File: config.mk
export PLATFORM = sky130hd
export DESIGN_NAME = multiplier_flat
export DESIGN_NICKNAME = d
export VERILOG_FILES = /design/src/rtl/multiplier_pkg.sv /design/src/rtl/multiplier_if.sv /design/src/rtl/multiplier_shiftrne.sv /design/src/rtl/multiplier.sv /design/src/flat_wrapper.sv
export SDC_FILE = /design/constraint.sdc
export NUM_CORES = 1
export LEC_CHECK = 0
export CORE_MARGIN = 5
export CORE_UTILIZATION = 45
export DETAILED_ROUTE_END_ITERATION = 8
export HOLD_SLACK_MARGIN = 0.06
export PLACE_DENSITY = 0.79
export SLEW_MARGIN = 5
export SYNTH_ARGS = -nofsm -noshare
export SYNTH_HDL_FRONTEND = slang
export SYNTH_SLANG_ARGS = --single-unit
File: constraint.sdc
create_clock -name clk -period 2.15 [get_ports clk]
set_input_delay 0.3225 -clock clk [delete_from_list [all_inputs] [get_ports clk]]
set_output_delay 0.3225 -clock clk [all_outputs]
set_load 0.1 [all_outputs]
File: src/rtl/multiplier_pkg.sv
`default_nettype none
// ============================================================================
// Module      : multiplier_pkg
// Description : Shared definitions for the shift-and-add multiplier. Holds the
//               default operand/counter widths and the control state encoding
//               used by the lab arithmetic unit (the divider uses the same
//               encoding).
// Revision    : 1.0 - initial release
// ============================================================================
package multiplier_pkg;

  // Default operand width; the product is twice this wide.
  localparam int DEF_N    = 8;
  // ceil(log2(DEF_N)); width of the debug bit counter.
  localparam int DEF_LOGN = 3;

  // Control states: S1 idle/load, S2 compute, S3 done. 2'b11 is unused and
  // falls back to S1.
  typedef enum logic [1:0] {
    S1 = 2'b00,
    S2 = 2'b01,
    S3 = 2'b10
  } state_t;

endpackage : multiplier_pkg
`default_nettype wire

File: src/rtl/multiplier_if.sv
`default_nettype none
// ============================================================================
// Module      : multiplier_if
// Description : Operand/handshake bundle for the multiplier.
//               s        start, level-sensitive, held until done is seen
//               la / lb  load multiplicand / multiplier (idle state only)
//               data_a   multiplicand, unsigned, N bits
//               data_b   multiplier, unsigned, N bits
//               p        product register, 2N bits
//               done     high while the result is being presented
//               count    bits processed in the current operation
//               master : drives the operands and the start request
//               slave  : the multiplier itself
// Revision    : 1.0 - initial release
// ============================================================================
interface multiplier_if
  import multiplier_pkg::*;
#(
  parameter int N    = DEF_N,
  parameter int LOGN = DEF_LOGN
);

  logic             s;
  logic             la;
  logic             lb;
  logic [N-1:0]     data_a;
  logic [N-1:0]     data_b;
  logic [2*N-1:0]   p;
  logic             done;
  logic [LOGN-1:0]  count;

  modport master (
    output s, la, lb, data_a, data_b,
    input  p, done, count
  );

  modport slave (
    input  s, la, lb, data_a, data_b,
    output p, done, count
  );

endinterface : multiplier_if
`default_nettype wire

File: src/rtl/multiplier_shiftrne.sv
`default_nettype none
// ============================================================================
// Module      : multiplier_shiftrne
// Description : N-bit right shift register with parallel load and enable.
//               Load has priority over shift; w is shifted into the MSB.
//               Ports: clk, rst_n (async, active-low), r (parallel data),
//               l (load), e (shift enable), w (serial in), q (contents).
// Revision    : 1.0 - initial release
// ============================================================================
module multiplier_shiftrne #(
  parameter int N = 8
) (
  input  wire logic         clk,
  input  wire logic         rst_n,
  input  wire logic [N-1:0] r,
  input  wire logic         l,
  input  wire logic         e,
  input  wire logic         w,
  output logic      [N-1:0] q
);

  logic [N-1:0] q_q;
  logic [N-1:0] q_d;

  always_comb begin
    q_d = q_q;
    if (l) begin
      q_d = r;
    end else if (e) begin
      q_d = {w, q_q[N-1:1]};
    end
  end

  always_ff @(posedge clk or negedge rst_n) begin
    if (!rst_n) begin
      q_q <= '0;
    end else begin
      q_q <= q_d;
    end
  end

  assign q = q_q;

endmodule : multiplier_shiftrne
`default_nettype wire

File: src/rtl/multiplier.sv
`default_nettype none
// ============================================================================
// Module      : multiplier
// Description : Sequential shift-and-add unsigned multiplier. One multiplier
//               bit is consumed per clock; the operation ends as soon as the
//               remaining multiplier is zero, so short multipliers finish
//               early.
//               Ports: clk, rst_n (async, active-low), bus (multiplier_if
//               slave: s, la, lb, data_a, data_b in; p, done, count out).
// Revision    : 1.0 - initial release
// ============================================================================
module multiplier
  import multiplier_pkg::*;
#(
  parameter int N    = DEF_N,
  parameter int LOGN = DEF_LOGN
) (
  input  wire logic    clk,
  input  wire logic    rst_n,
  multiplier_if.slave  bus
);

  state_t           state_q;
  state_t           state_d;
  logic [2*N-1:0]   a_q;
  logic [2*N-1:0]   a_d;
  logic [2*N-1:0]   p_q;
  logic [2*N-1:0]   p_d;
  logic [LOGN-1:0]  count_q;
  logic [LOGN-1:0]  count_d;
  logic             done_q;
  logic             done_d;

  logic [N-1:0]     b_val;
  logic             b_load;
  logic             b_shift;
  logic             z;

  // Multiplier operand: shifted right one bit per step so that bit 0 always
  // selects whether the (left-shifting) multiplicand is accumulated.
  multiplier_shiftrne #(
    .N (N)
  ) u_b_reg (
    .clk   (clk),
    .rst_n (rst_n),
    .r     (bus.data_b),
    .l     (b_load),
    .e     (b_shift),
    .w     (1'b0),
    .q     (b_val)
  );

  assign z = (b_val == '0);

  // State table and datapath controls.
  always_comb begin
    state_d = state_q;
    a_d     = a_q;
    p_d     = p_q;
    count_d = count_q;
    b_load  = 1'b0;
    b_shift = 1'b0;

    case (state_q)
      S1: begin
        // Operands load on the same edge that accepts s, so a combined
        // load+start uses the new values.
        if (bus.la) begin
          a_d = {{N{1'b0}}, bus.data_a};
        end
        b_load = bus.lb;
        if (bus.s) begin
          p_d     = '0;
          count_d = '0;
          state_d = S2;
        end
      end

      S2: begin
        if (!z) begin
          // Accumulate using the multiplicand before this step's shift.
          if (b_val[0]) begin
            p_d = p_q + a_q;
          end
          a_d     = a_q << 1;
          b_shift = 1'b1;
          count_d = count_q + 1'b1;
        end else begin
          state_d = S3;
        end
      end

      S3: begin
        if (!bus.s) begin
          state_d = S1;
        end
      end

      default: begin
        state_d = S1;
      end
    endcase

    // Registered so done tracks the state register exactly.
    done_d = (state_d == S3);
  end

  always_ff @(posedge clk or negedge rst_n) begin
    if (!rst_n) begin
      state_q <= S1;
      a_q     <= '0;
      p_q     <= '0;
      count_q <= '0;
      done_q  <= 1'b0;
    end else begin
      state_q <= state_d;
      a_q     <= a_d;
      p_q     <= p_d;
      count_q <= count_d;
      done_q  <= done_d;
    end
  end

  assign bus.p     = p_q;
  assign bus.done  = done_q;
  assign bus.count = count_q;

endmodule : multiplier
`default_nettype wire

File: src/flat_wrapper.sv
// flat-port wrapper written by rule: the top's interface ports become plain ports
module multiplier_flat import multiplier_pkg::*;
#(
  parameter int N    = DEF_N,
  parameter int LOGN = DEF_LOGN
)
  (clk, rst_n, bus_s, bus_la, bus_lb, bus_data_a, bus_data_b, bus_p, bus_done, bus_count);
  multiplier_if #(.N(N), .LOGN(LOGN)) bus_i ();
  input  wire logic clk;
  input  wire logic rst_n;
  input wire logic [$bits(bus_i.s)-1:0] bus_s;
  input wire logic [$bits(bus_i.la)-1:0] bus_la;
  input wire logic [$bits(bus_i.lb)-1:0] bus_lb;
  input wire logic [$bits(bus_i.data_a)-1:0] bus_data_a;
  input wire logic [$bits(bus_i.data_b)-1:0] bus_data_b;
  output wire logic [$bits(bus_i.p)-1:0] bus_p;
  output wire logic [$bits(bus_i.done)-1:0] bus_done;
  output wire logic [$bits(bus_i.count)-1:0] bus_count;
  assign bus_i.s = bus_s;
  assign bus_i.la = bus_la;
  assign bus_i.lb = bus_lb;
  assign bus_i.data_a = bus_data_a;
  assign bus_i.data_b = bus_data_b;
  assign bus_p = bus_i.p;
  assign bus_done = bus_i.done;
  assign bus_count = bus_i.count;
  multiplier #(.N(N), .LOGN(LOGN)) u_core (.clk(clk), .rst_n(rst_n), .bus(bus_i));
endmodule
---- Word-level counts from Yosys, hierarchy flattened ----
Cells that the tools add are included.
word-level totals
  bits in registers ....................... 46
  input port bits ......................... 21
  output and inout bits ................... 20
  word-level logic and storage cells ...... 41
cells by class
  add/sub/neg operators ................... 2
  equal/unequal tests ..................... 7
  multiplexer cells ....................... 19
  reduce and logical (&&, ||, !) cells .... 7
operators with widths
  operator                                                          number
  16-bit 2-to-1 mux                                                 5
  16-bit case mux with 2 select lines                               2
  16-bit adder                                                      1
  8-bit 2-to-1 mux                                                  2
  8-bit logical NOT                                                 1
  2-bit != test (second input constant)                             4
  2-bit 2-to-1 mux                                                  3
  3-bit 2-to-1 mux                                                  2
  2-bit case mux with 3 select lines                                1
  3-bit case mux with 2 select lines                                1
  3-bit AND reduction                                               2
  2-bit == test (second input constant)                             2
  4-bit AND reduction                                               1
  2-bit nonzero test                                                2
  3-bit by 1-bit adder with 3-bit output (second input constant)    1
  1-bit 2-to-1 mux                                                  3
  2-bit by 1-bit == test with 1-bit output (second input constant)  1
  2-bit logical NOT                                                 1

---- Longest topological paths before layout ----
Gate-level depths: netlist of the first run.
  word-level depth ........................ 5
  mapped depth ............................ 9
  mapped depth without buffers ............ 9

---- Modules after synthesis ----
A second synthesis of the first run with hierarchy kept.
second synthesis, totals
  cell total of the unflattened synthesis .. 301
  area, all modules ....................... 2746.4 µm²
modules (own cells, without submodules)
  module               instances  cells each  area an instance (µm²)  sequential area each (µm²)
  multiplier           1          267         2373.5                  950.9
  multiplier_shiftrne  1          34          372.9                   200.2

---- Worst setup path before layout of the first run ----
Ideal clock, no wire load.
  path kind ............................... register to register
  from .................................... reg u_core.p_q[0], in the netlist u_core.bus.p[0]
  to ...................................... reg u_core.p_q[12], in the netlist u_core.bus.p[12]
  library setup time ...................... 123 ps
  arrival ................................. 2699 ps
  data required time ...................... 2027 ps
  setup slack ............................. -673 ps
  stages on the path, launching flop included .. 9
  buffers on the path ..................... 0
  clock period less this slack ............ 2823 ps
  cells stage by stage .................... dfrtp_1 -> ha_1 -> inv_1 -> fa_1 -> nor2b_4 -> o31ai_2 -> a2111oi_1 -> o21ai_0 -> a32o_1
on the way
  cells in the longest elaborated chain, start to end .. 4
RTL lines
  item                                 line               text
  start: declaration                   multiplier.sv:27   logic [2*N-1:0] p_q;
  start signal: assignment             multiplier.sv:118  p_q <= p_d;
  16-bit adder                         multiplier.sv:83   p_d = p_q + a_q;
  16-bit 2-to-1 mux                    multiplier.sv:82   if (b_val[0]) begin
  16-bit 2-to-1 mux                    multiplier.sv:80   if (!z) begin
  16-bit case mux with 2 select lines  multiplier.sv:64   case (state_q)
Every way passes these cells. The select of a mux whose other input is x is not followed.
A chain may end at the register's enable or synchronous reset.

---- Worst setup path after layout of the first run ----
  from .................................... reg u_core.p_q[0], in the netlist u_core.bus.p[0]
  to ...................................... reg u_core.p_q[8], in the netlist u_core.bus.p[8]
Same word-level chain as after synthesis.

==> results.ini, run 1 <==
[floorplanning]
die_w_um = 86.34
num_io_pins = 41
die_y_um = 86.34
dieArea_mm2 = 0.007455
core_area_mm2 = 0.005574
start_util_pct = 47.05
num_rows = 27

[final_layout]
fin_util_pct = 60.72
postLayoutCellArea_mm2 = 0.003385
antennaDiodeCount = 0
final_nets = 357
n_fill_cell = 508
syn_to_final_growth_pct = 29.06
multiInputGateArea_mm2 = 0.001485
layout-drive-gt1-share_pct = 24.38
regArea_mm2 = 0.001187
final-instance-count-excl-fill = 392

[clock_network]
cts_tree = built
clk_pin_slew_ns = 0.09
clk-insertion-delay-late_ns = 0.31
root_buffer = clkbuf_8
cts_buffers = 5
clk_path_buf_depth = 2
cts-htree-levels = 2
clock-sinks = 46

[timing]
rsz0062_at_grt = yes
finalSetupViolations = 0
max-slew-margin-rel_pct = 62.20
final_max_slew_viol_count = 0
skew_ns = 0.005025
fmax_mhz = 465.4
setup_tns_ns = 0
tightest_slew_ns = 0.5659
finalCritPeriodShare_pct = 99.93
hold_viol = 0
fin_crit_ns = 2.148

[grt]
grt_pass1_vias = 2173
grt_pass1_wl_mm = 10.51
grt_antenna_before_repair = 0
grt_max_degree = 23
track_usage_pct = 17.77
grt-ovfl-total = 0

[setup_path]
crit_path_cell_trace = ha_4, inv_2, fa_2, nor2b_4, o31ai_4, a21oi_2, o21a_1, or3_1, a32o_1
reg2reg_to = u_core.bus.p[8]
r2r_start = u_core.bus.p[0]
slowest_stage = dfrtp_4
cp.required_ns = 2.35
crit_arrival_ns = 2.35
ff2ff_path_depth = 9
crit_type = reg2reg
startpoint_type = register
critPathMaxStageDelay_ns = 0.50
crit_fanout = 4
cp-end-kind = register
r2r_setup_slack_ns = 0.002
critPathLaunch = u_core.bus.p[0]
worstSetupEndpoint = u_core.bus.p[8]

[run]
drv_cap = 0

[logic_synthesis]
yosys-top-cells-area = dfrtp_1 44%, ha_1 7.6%, nand2_1 6.4%, mux2i_1 4.2%, o21ai_0 4.2%
synth_top_area_cell = dfrtp_1
syn_nets = 305
synth_warnings = 0
synth_cell_types = 48
syn-instance-count = 267
synth_seq_area_share_pct = 43.89
syn_avg_cell_area_um2 = 9.822
netlist_area_mm2 = 0.002623
synth_top_cell_area_share_pct = 43.89
ys_seq_elements = 46

[place]
place_area_mm2 = 0.003184
dp_hpwl_mm = 4.659
gp_congestion = 0.8828
dp_cells = 381
portBuffers = 40

[worst_hold_path]
hp-class = in2async

[detailed_routing]
routed_via_density = 5.760
final_antenna_net_count = 0
first_pass_iters = 5
wl_mm = 6.429
drc = 0
drt_iter0_markers = 124
avgRoutedWirePerCell_um = 16.40
num_vias = 2258

[outcome]
status = finished clean

how the worst min path moves through the flow:
| stage | end | slack, ns | depth (start not counted) |
|---|---|---|---|
| after floorplan | u_core.a_q[0] | 0.03 | 0 |
| after global placement | u_core.a_q[5] | 0.28 | 1 |
| after detailed placement | u_core.bus.p[5] | 0.29 | 1 |
| after CTS | u_core.a_q[2] | 0.50 | 2 |
| after global routing | u_core.a_q[2] | 0.51 | 2 |
| final | u_core.a_q[2] | 0.48 | 2 |
cells by family after synthesis:
kind of cell / synth area share [%]
AOI/OAI and AO/OA: 23.66
xor gates and xnor gates: 2.672
DFF: 43.89
muxes: 4.628
buffers and inverters: 3.244
and+or+nand+nor: 13.50
adders and majority gates: 8.397
cell type report:
type | count | area share [%]
Clock inverter | 2 | 1.774
Multi-Input combinational cell | 206 | 43.88
Tap cell | 72 | 2.662
Clock buffer | 6 | 2.440
Inverter | 5 | 0.5545
Sequential cell | 46 | 35.08
Timing Repair Buffer | 55 | 13.60
critical path, delay by kind of cell (launching register included):
kind	cells	cell delay [ns]
AO/OA/AOI/OAI	4	0.73
adder cells (fa/ha/maj)	2	0.39
buffers and inverters	1	0.05
flip-flops	1	0.50
AND/OR/NAND/NOR	2	0.37
synth_stat cells (all sizes together):
library cell / n
nand3: 2
nand4: 1
nor3: 3
a22o: 11
nor2b: 3
xor2: 5
o41ai: 1
xnor2: 3
nor4: 2
a2111oi: 1
nand2b: 2
nor3b: 1
o22ai: 3
a211oi: 3
a41oi: 1
ha: 16
o21a: 3
a2bb2oi: 1
inv: 5
o22a: 1
or3: 3
and2: 2
fa: 1
dfrtp: 46
and3: 1
mux2: 1
o21ai: 32
and2b: 1
o211ai: 3
mux2i: 11
a22oi: 8
nand2: 45
buf: 6
a21oi: 17
o31ai: 1
a32o: 3
o21bai: 2
clkbuf: 4
o31a: 1
nor2: 11
placed cells by master, fill, tap and decap left out, drive strengths merged, types with 5 or more instances in the layout:
| cell | synthesis | layout |
|---|---|---|
| a21oi | 17 | 17 |
| a22o | 11 | 11 |
| a22oi | 8 | 8 |
| buf | 6 | 35 |
| clkbuf | 4 | 6 |
| clkdlybuf4s50 | 0 | 19 |
| dfrtp | 46 | 46 |
| ha | 16 | 16 |
| inv | 5 | 5 |
| mux2i | 11 | 11 |
| nand2 | 45 | 45 |
| nor2 | 11 | 11 |
| o21ai | 32 | 32 |
| xor2 | 5 | 5 |
per-layer routing:
layer	track usage, %	vias to the layer above	share of wire, %
li1	-	1078	-
met1	23.35	1111	43
met2	29.00	60	50
met3	3.897	9	5.6
met4	5.949	0	1.4
met5	0	-	0
metrics by stage:
stage / hold WS [ns] / worst slack (ns)
2_1_floorplan: 0.02691 / -0.1433
3_3_place_gp: 0.2845 / 0.03889
3_5_place_dp: 0.2897 / -0.01138
4_1_cts: 0.4955 / -0.02630
5_1_grt: 0.5088 / -0.08354
6_report: 0.4751 / 0.001503
flip-flops by register name, indices dropped and copies added, names as in the netlist:
name	cells
u_core.bus.p	16
u_core.bus.count	3
u_core.bus.done	1
u_core.state_q	2
u_core.u_b_reg.q	8
u_core.a_q	16
repair_timing:
action	CTS	global route
hold endpoints to repair	17	0
pin swaps	1	4
gates resized for setup	1	6
hold buffers	1	0
setup buffers	1	1
setup endpoints to repair	4	6
Power of run 1 is not shown: default switching activity piles up to over one toggle a cycle in this logic, so the estimate is an artifact.
==> inputs of run 2 (changes only) <==
Settings changed: CORE_MARGIN 5 to 4, PLACE_DENSITY 0.79 to 0.77.
Clock period 2.15 ns to 2.2 ns, I/O delays scaled along.
==> run 2 against run 1 <==
  * Clock skew is 0.0021 ns lower
  * Sequential share of layout area rose by 0.58 points
  * Worst hold slack worse by 0.0088 ns
  * Utilization fell by 0.99 points
  * Via count down 2.9%
  * Die area fell by 4.6%
  * Count of clock-buffer cells in the layout down 1
  * Global-route usage fell by 0.14 points
  * Routed wire length shrank 5.2%
  * Flip-flop and latch count unchanged
  * Non-clock buffer count decreased by 1
  * Cell count fell by 0.26%
==> results.ini, run 2 (same netlist as run 1, synthesis figures left out) <==
[place]
dp_hpwl_mm = 4.607  ; -1.1%
gp_congestion = 0.8876  ; +0.54%
portBuffers = 40  ; unchanged

[final_layout]
n_fill_cell = 513  ; +0.98%
most-common-layout-cells = 45 x nand2_1, 33 x buf_4, 31 x dfrtp_1
regArea_mm2 = 0.001187  ; unchanged
final_nets = 356  ; -0.28%
layout-drive-gt1-share_pct = 23.51  ; -0.86 points
antennaDiodeCount = 0  ; unchanged
multiInputGateArea_mm2 = 0.001466  ; -1.3%
syn_to_final_growth_pct = 26.96
layout.cells.most_common = nand2_1

[setup_path]
startpoint_type = register
critPathMaxStageDelay_ns = 0.51  ; about the same
cp-end-kind = register
crit_fanout = 3  ; -1
crit_type = reg2reg
crit_path_cell_trace = ha_4, inv_2, fa_2, nor2b_4, o31ai_4, a21oi_2, o21a_1, or3_1, a32o_1
path_buf_inv = 1  ; unchanged
critPathTopFamily = compound AO/OA/AOI/OAI gates
slowest_stage = dfrtp_4
cp.required_ns = 2.40  ; +0.05 ns
crit_arrival_ns = 2.36  ; about the same

[clock_network]
clk_path_buf_depth = 2  ; unchanged
clk-insertion-delay-late_ns = 0.31  ; about the same
root_buffer = clkbuf_8
cts-htree-levels = 2  ; unchanged
clk_pin_slew_ns = 0.09  ; about the same
cts_buffers = 5  ; unchanged
cts_tree = built
clock-sinks = 46  ; unchanged

[floorplanning]
die_y_um = 84.34  ; -2.3%
dieArea_mm2 = 0.007113  ; -4.6%
die_w_um = 84.34  ; -2.3%
num_rows = 27  ; unchanged
start_util_pct = 47.05  ; unchanged
num_io_pins = 41  ; unchanged
core_area_mm2 = 0.005574  ; unchanged

[detailed_routing]
drt_iter0_markers = 98  ; -21%
avgRoutedWirePerCell_um = 15.59  ; -5.0%
drc = 0  ; unchanged
wl_mm = 6.094  ; -5.2%
num_vias = 2192  ; -2.9%
routed_via_density = 5.606  ; -2.7%
first_pass_iters = 4  ; -1
final_antenna_net_count = 0  ; unchanged

[grt]
grt_max_degree = 20  ; -13%
grt_pass1_vias = 2187  ; +0.64%
grt-ovfl-total = 0  ; unchanged
grt_pass1_wl_mm = 10.21  ; -2.9%
track_usage_pct = 17.63  ; -0.14 points
grt_antenna_before_repair = 0  ; unchanged

[timing]
max-slew-margin-rel_pct = 62.54  ; +0.35 points
fmax_mhz = 462.9  ; -0.54%
whs_ns = 0.4664  ; -0.008763 ns
tightest_slew_ns = 0.5607  ; -0.005174 ns
finalSetupViolations = 0  ; unchanged
hold_viol = 0  ; unchanged
final_max_slew_viol_count = 0  ; unchanged
fin_crit_ns = 2.160  ; +0.01170 ns
rsz0062_at_grt = yes
skew_ns = 0.002896  ; -0.002128 ns
finalCritPeriodShare_pct = 98.19  ; -1.7 points

[outcome]
status = finished clean

[worst_hold_path]
hp-class = in2async

[run]
drv_cap = 0  ; unchanged

[run 2: path summary, 6_finish.rpt]
kind | to | slack, ns | cells after the start | startpoint
min in group clk | u_core.bus.count[0] | 0.52 | 1 | u_core.bus.count[0]
setup / recovery | u_core.bus.p[8] | 0.04 | 9 | u_core.bus.p[0]
hold / removal | u_core.a_q[5] | 0.47 | 2 | rst_n
setup reg to reg | u_core.bus.p[8] | 0.04 | 9 | u_core.bus.p[0]
hold reg to reg | u_core.bus.count[0] | 0.52 | 1 | u_core.bus.count[0]
max in group asynchronous | u_core.a_q[12] | 1.15 | 3 | rst_n
[run 2: cell type report]
class | instances | share of cell area [%]
tap | 72 | 2.706
inverter | 5 | 0.5637
clock inverter | 3 | 1.353
sequential | 46 | 35.66
timing repair buffer | 54 | 13.60
clock buffer | 5 | 2.067
multi-input combinational | 206 | 44.04
[run 2: what timing repair did]
item                                    in CTS  in global routing
setup buffers                                0                  2
resized for setup                            0                  7
endpoints found under the setup margin       0                  5
hold buffers                                 1                  0
hold endpoints to repair                    15                  0
[run 2: routing by layer]
| layer | vias up | track usage [%] | wire (um) |
|---|---|---|---|
| li1 | 1083 | - | - |
| met1 | 1065 | 22.33 | 2766 |
| met2 | 37 | 30.56 | 3018 |
| met3 | 7 | 3.729 | 239 |
| met4 | 0 | 4.748 | 69 |
| met5 | - | 0 | 0 |
[run 2: through the flow]
step                util [%]  std cells  setup WS [ns]  area [um2]  setup TNS [ns]
floorplan                  -        267       -0.08973        2700        -0.09606
global placement       56.54        380        0.06382        3152               0
detailed placement     56.54        380        0.03595        3152               0
CTS                    58.77        389        0.03003        3276               0
global route           59.73        391       -0.04634        3329        -0.07077
finish                 59.73        391        0.03981        3329               0
Power of run 2 is left out for the same reason.
